--- src/rtl/aes_key_pkg.sv ---
// aes_key_pkg: key-size codes, round counts and controller state encoding
package aes_key_pkg;
   localparam logic [1:0] KS_128 = 2'd0;
   localparam logic [1:0] KS_192 = 2'd1;
   localparam logic [1:0] KS_256 = 2'd2;
   localparam logic [1:0] KS_BAD = 2'd3;
   localparam logic [3:0] NR_128 = 4'd10;
   localparam logic [3:0] NR_192 = 4'd12;
   localparam logic [3:0] NR_256 = 4'd14;
   typedef enum logic [1:0] {S_IDLE, S_LAUNCH, S_EXPAND, S_READY} state_t;
   function automatic logic [3:0] nr_of(input logic [1:0] key_size);
      return key_size == KS_128 ? NR_128 : key_size == KS_192 ? NR_192 : key_size == KS_256 ? NR_256 : 4'd0;
   endfunction
endpackage

--- src/rtl/aes_rk_store.sv ---
// aes_rk_store: round-key register file, one write port, registered read port, sync zeroize
module aes_rk_store
   import aes_key_pkg::*;
#(
   parameter int NR_MAX = 14
) (
   input  logic         clk,
   input  logic         reset,
   input  logic         zeroize,
   input  logic         wr_en,
   input  logic [3:0]   wr_idx,
   input  logic [127:0] wr_data,
   input  logic         rd_en,
   input  logic [3:0]   rd_idx,
   output logic [127:0] rd_data,
   output logic         rd_valid
);
   logic [127:0] mem [NR_MAX+1];
   // read samples the array before this edge's write lands
   always_ff @(posedge clk) begin
      if (reset || zeroize) mem <= '{default: '0};
      else if (wr_en) mem[wr_idx] <= wr_data;
      rd_valid <= !reset && rd_en;
      rd_data <= (!reset && rd_en) ? mem[rd_idx] : '0;
   end
endmodule

--- src/rtl/aes_round_key_ctrl.sv ---
// aes_round_key_ctrl: sequences the key expander and serves the captured round keys
module aes_round_key_ctrl
   import aes_key_pkg::*;
#(
   parameter int NR_MAX      = 14,
   parameter int WDOG_CYCLES = 4
) (
   input  logic         clk,
   input  logic         reset,
   input  logic         key_load,
   input  logic [1:0]   key_size,
   input  logic [255:0] key_in,
   input  logic         cipher_active,
   output logic         key_busy,
   output logic         key_ready,
   output logic         key_load_err,
   output logic [3:0]   num_rounds,
   output logic         exp_start,
   output logic [1:0]   exp_sel,
   output logic [255:0] exp_key,
   input  logic [127:0] exp_subkey,
   input  logic         exp_valid,
   input  logic         rk_rd_en,
   input  logic [3:0]   rk_rd_idx,
   output logic [127:0] rk_rd_data,
   output logic         rk_rd_valid
);
   localparam int WW = $clog2(WDOG_CYCLES + 1);
   state_t state, state_nxt;
   logic [3:0] wr_idx;
   logic [WW-1:0] wdog;
   logic accept, beat, last, abort, rd_ok;
   always_comb begin
      accept = key_load && (state == S_IDLE || state == S_READY) && !cipher_active && key_size != KS_BAD;
      beat = state == S_EXPAND && exp_valid;
      last = beat && wr_idx == num_rounds;
      abort = state == S_EXPAND && !exp_valid && wdog == WW'(WDOG_CYCLES - 1);
      rd_ok = rk_rd_en && state == S_READY && rk_rd_idx <= num_rounds;
      state_nxt = accept ? S_LAUNCH : state == S_LAUNCH ? S_EXPAND : last ? S_READY : abort ? S_IDLE : state;
   end
   always_ff @(posedge clk) begin
      if (reset) begin
         state <= S_IDLE;
         wr_idx <= '0;
         wdog <= '0;
         key_load_err <= 1'b0;
         num_rounds <= '0;
         exp_sel <= '0;
         exp_key <= '0;
      end else begin
         state <= state_nxt;
         key_load_err <= (key_load && !accept) || abort;
         wdog <= (state == S_EXPAND && !exp_valid && !abort) ? wdog + 1'b1 : '0;
         wr_idx <= accept ? 4'd1 : beat ? wr_idx + 4'd1 : wr_idx;
         if (accept) begin
            exp_key <= key_in;
            exp_sel <= key_size;
            num_rounds <= nr_of(key_size);
         end
      end
   end
   assign exp_start = state == S_LAUNCH;
   assign key_busy = state == S_LAUNCH || state == S_EXPAND;
   assign key_ready = state == S_READY;
   // the load's top 128 bits are round key 0; later slots come from the expander
   aes_rk_store #(.NR_MAX(NR_MAX)) u_store (
      .clk      (clk),
      .reset    (reset),
      .zeroize  (abort),
      .wr_en    (accept || beat),
      .wr_idx   (accept ? 4'd0 : wr_idx),
      .wr_data  (accept ? key_in[255:128] : exp_subkey),
      .rd_en    (rd_ok),
      .rd_idx   (rk_rd_idx),
      .rd_data  (rk_rd_data),
      .rd_valid (rk_rd_valid)
   );
endmodule

--- config.mk ---
export PLATFORM = sky130hd
export DESIGN_NAME = aes_round_key_ctrl
export DESIGN_NICKNAME = d
export VERILOG_FILES = /design/src/rtl/aes_key_pkg.sv /design/src/rtl/aes_rk_store.sv /design/src/rtl/aes_round_key_ctrl.sv
export SDC_FILE = /design/constraint.sdc
export NUM_CORES = 2
export LEC_CHECK = 0
export CAP_MARGIN = 20
export CORE_ASPECT_RATIO = 1.2
export CORE_MARGIN = 8
export CORE_UTILIZATION = 35
export DETAILED_ROUTE_END_ITERATION = 8
export PLACE_DENSITY = 0.6
export SETUP_SLACK_MARGIN = 0.15
export SLEW_MARGIN = 20
export SYNTH_ARGS = -nofsm -noshare
export SYNTH_HDL_FRONTEND = slang
export SYNTH_SLANG_ARGS = --single-unit
--- constraint.sdc ---
create_clock -name clk -period 2.5 [get_ports clk]
set_clock_uncertainty 0.1 [all_clocks]
set_input_delay 0.5 -clock clk [delete_from_list [all_inputs] [get_ports clk]]
set_output_delay 0.5 -clock clk [all_outputs]
set_load 0.03 [all_outputs]
==> results list <==
- Number of different library cells in the post-synthesis netlist: 50
* Failing checks: negative setup slack
- Once layout is done, the placed cells without fillers occupy 130000 um^2.
- Leaving out fill and tap cells, the most frequent cell in the layout is dfxtp_1.
* Max Freq: 380 MHz
- Die height: 574 um
- The setup path with the least slack is of type flip-flop to flip-flop.
- Max rail drop VDD: 0.000633 V
- Once detail routing completed, the nets flagged for antenna violations numbered 0.
* Setup repair after global routing missed its margin: true
- The min-delay analysis places its worst path in the category primary input to flip-flop.
- Standard cell core area: 259000 um^2
- Total power draw: 86.3 mW
* Delay contributed by the slowest stage of the critical path: 0.36 ns
* Clk pwr share: 44.7%
* Per-instance average area after synthesis: 9.66 um^2
* Buffer type at the clock tree root: clkbuf_16
- Global routing used 23.3% of the available tracks.
* NetSw: 21.9 mW
- Pwr per Cell Area: 664 nW/um^2
* Clock transition time at the flip-flop clock pins of the worst setup and hold paths: 0.06 ns
- TritonCTS built the clock tree.
- Via density: 5.76
- The H-tree was split into 4 levels.
* Internal power of the cells: 64.4 mW
- Via count of the first global-routing pass: 78.7k
* Mux cell area share after synthesis: 12.5%
- Num CTS Buffers: 244
* Number of DRC markers in iteration 0: 7800
* Sinks on Clock Net: 2320
- In this design, the largest share of critical-path delay is due to buffers and inverters.
* Combinational cell fraction of total power: 11.6%
- In the finished design, the share of the clock period the worst path needs comes to 105%.
- The HPWL after detailed placement is 209 mm.
* Required time worst endpoint: 3.17 ns
- Number of design rule violations left after detail routing: 0
- Slowest-stage cell, CP: dfxtp_4
- The final route contains 82.5k vias.
- Of the post-synthesis cell area, the dominant cell type holds 51.2%.
* Startpoint Class: flip-flop
- Post-synthesis net count: 9806
- Number of setup violations in the final report: 724
- Chip Width: 481 um
* Share of the yosys chip area belonging to registers: 51.2%
- Entering global routing, the biggest net connects 131 pins.
- In the post-route analysis, the smallest setup slack over all paths is -0.133 ns.
- Slew Viols, Final: 0
- Of all flip-flops after synthesis, the portion carrying an async set or reset was 0%.
- Minimum clock period after layout: 2.63 ns
* Layout cell share with drive strength beyond 1: 27.4%
- Clock latency on the worst-skew pair, taken at its later pin, is 0.95 ns.
- The initial utilization of the core area, before any placement, comes to 35.1%.
* Dominant combinational cell family by area after synthesis: compound AO/OA/AOI/OAI gates
- Counting flops and latches in the post-synthesis netlist gives 2320.
- Crit end category: flip-flop
* Leakage dissipation: 49.2 nW
- Post-layout net count: 11.1k
* IO buf count: 789
- Maximum fanout along the worst path: 8
* Critical path data arrival time: 3.30 ns
* Sequential fraction of design power: 43.7%
* Routed length per instance: 26.3 um
- Cell type with the largest total area after synthesis: dfxtp_1
* Commonest non-fill, non-tap cells in the layout: dfxtp_1, nand3_1, o21ai_0, o21ai_1, nand2_1
- Max-cap violations in this run came to 0.
* Worst-case clock buffer depth: 4
- Global-route wire length before repair: 501 mm
- Predominant post-synthesis flop cell: dfxtp_1
- For the final routed database, the setup TNS stands at -21.47 ns.
- Global routing finished with a remaining overflow of 0.
- Area delta synth->final: 43.1%
- Standard-cell row count: 205
- Worst slew margin: 45.0%
- Gate count of the mapped netlist: 9397
* Number of I/O pins: 791
- Summing the areas of all and, or, nand and nor instances in the mapped netlist gives 13.9% of the synthesized area.
- After Yosys synthesis, full adders, half adders and majority gates account for 0.179% of the synthesized area.
* Fillcell total: 22.7k
- Summing all placed instances gives a cell area of 109000 um^2.
* Number of synthesis warnings: 0
- Number of enable-type register cells in the synthesized netlist: 0
- Count of buffering cells on the critical path with inverters included: 9
- Result of the run: finished with violations
* Total wirelength of the detailed-routed design: 376 mm
- The die covers 276000 um^2.
- For the pin with the worst max-slew slack, the measured transition is 0.822 ns.
- The synthesized netlist devotes 16.3% of its cell area to compound gates.
* Share of the core filled with cells: 50.2%
- Final weighted congestion in routability-driven placement: 0.888
- Summing the areas of all xor and xnor instances in the mapped netlist gives 0.0482% of the synthesized area.
- The critical path goes through ha_4, buf_6, buf_6, nand4bb_4, buf_12, buf_8, buf_6, nand4_1, buf_12, buf_12, clkbuf_16, buf_16, nand3_2, o21ai_2.
* Top cells by area in the synthesized netlist: dfxtp_1, nand3_1, mux4_2
- The final count of hold timing violations is 0.
- Switching power as a share of total power: 25.3%
* Synthesized cell area: 90800 um^2
- The pre-antenna-repair detailed-routing pass consisted of 9 iterations.
* Number of antenna violations at the first check in global routing: 14
[metal layers]
metal	track usage (%)	vias up	wire, um	share of wire (%)
met3	3.34	962	26000	6.9
li1	-	37100	-	-
met5	0	-	27	0.0072
met4	10.1	4	22000	5.8
met2	40.8	3709	185000	49
met1	28.4	40800	144000	38
[worst reg2reg max path, cell delays in order, from the launching register on]
cell and delay, ns:
dfxtp_4 0.36, ha_4 0.26, buf_6 0.12, buf_6 0.11, nand4bb_4 0.09, buf_12 0.14
buf_8 0.13, buf_6 0.11, nand4_1 0.17, buf_12 0.21, buf_12 0.14, clkbuf_16 0.21
buf_16 0.19, nand3_2 0.10, o21ai_2 0.05
[what timing repair did]
| action | in CTS | in global routing |
|---|---|---|
| setup buffers | 125 | 93 |
| hold buffers | 31 | 0 |
| setup endpoints to repair | 2416 | 2088 |
| endpoints found under the hold margin | 77 | 0 |
| resized for setup | 1098 | 848 |
| pin swaps | 122 | 264 |
| cloned | 105 | 145 |
[worst paths after layout]
path,depth (start not counted),slack [ns],end,startpoint
setup / recovery,14,-0.13,u_store.mem[914],state[1]
hold / removal,3,0.06,exp_key[123],key_in[123]
setup reg to reg,14,-0.13,u_store.mem[914],state[1]
hold reg to reg,1,0.34,wdog[0],wdog[0]
[flip-flops by register name, summed over array words and instances, names as in the netlist]
signal / flops
u_store.mem: 1920
exp_key: 256
u_store.rd_data: 128
wr_idx: 4
num_rounds: 3
wdog: 3
exp_sel: 2
state: 2
key_load_err: 1
u_store.rd_valid: 1
[cell type report]
class	count	area, um^2	area share [%]
Tap cell	3415	4270	3.29
Inverter	11	43.8	0.0337
Timing Repair Buffer	2131	28200	21.7
Clock inverter	107	1490	1.15
Antenna cell	12	30.0	0.0231
Sequential cell	2320	46500	35.8
Clock buffer	335	6990	5.38
Multi-Input combinational cell	6001	42400	32.7
[logic make-up after synthesis]
logic type / Yosys count
other: 1
DFF: 2320
and+or+nand+nor: 2621
AOI/OAI and AO/OA: 2701
buffers and inverters: 1095
xor gates and xnor gates: 5
muxes: 641
adders and majority gates: 13
[synthesized netlist by cell type (all sizes together), types with 3 or more instances]
cell    count
a221o     128
clkbuf    361
nand3    1933
dfxtp    2320
mux2i     129
nor2b       4
nand2     649
o21ai    2050
xor2        5
a21o      128
ha         13
nor2        7
o22ai     129
inv        11
mux2      128
nand4       3
nand3b      3
mux4      384
a21oi     262
buf       723
nor3        7
[per-stage QoR]
step	cells	hold WS (ns)	setup WS [ns]
2_1_floorplan	9397	0.297	0.157
3_3_place_gp	13400	0.306	-0.746
3_5_place_dp	13400	0.321	-0.754
4_1_cts	14100	0.000873	-0.0796
5_1_grt	14300	0.0252	-0.170
6_report	14300	0.0599	-0.133
[power groups by stage]
stage	clock, mW	sequential [mW]	combinational (mW)
global route	40.7	37.8	10.4
finish	38.6	37.7	9.97
floorplan	0	39.0	3.34
global placement	0	38.5	7.58
CTS	39.1	37.7	9.19
detailed placement	0	38.5	7.64
Note: power is estimated with default switching activity, not from simulation.
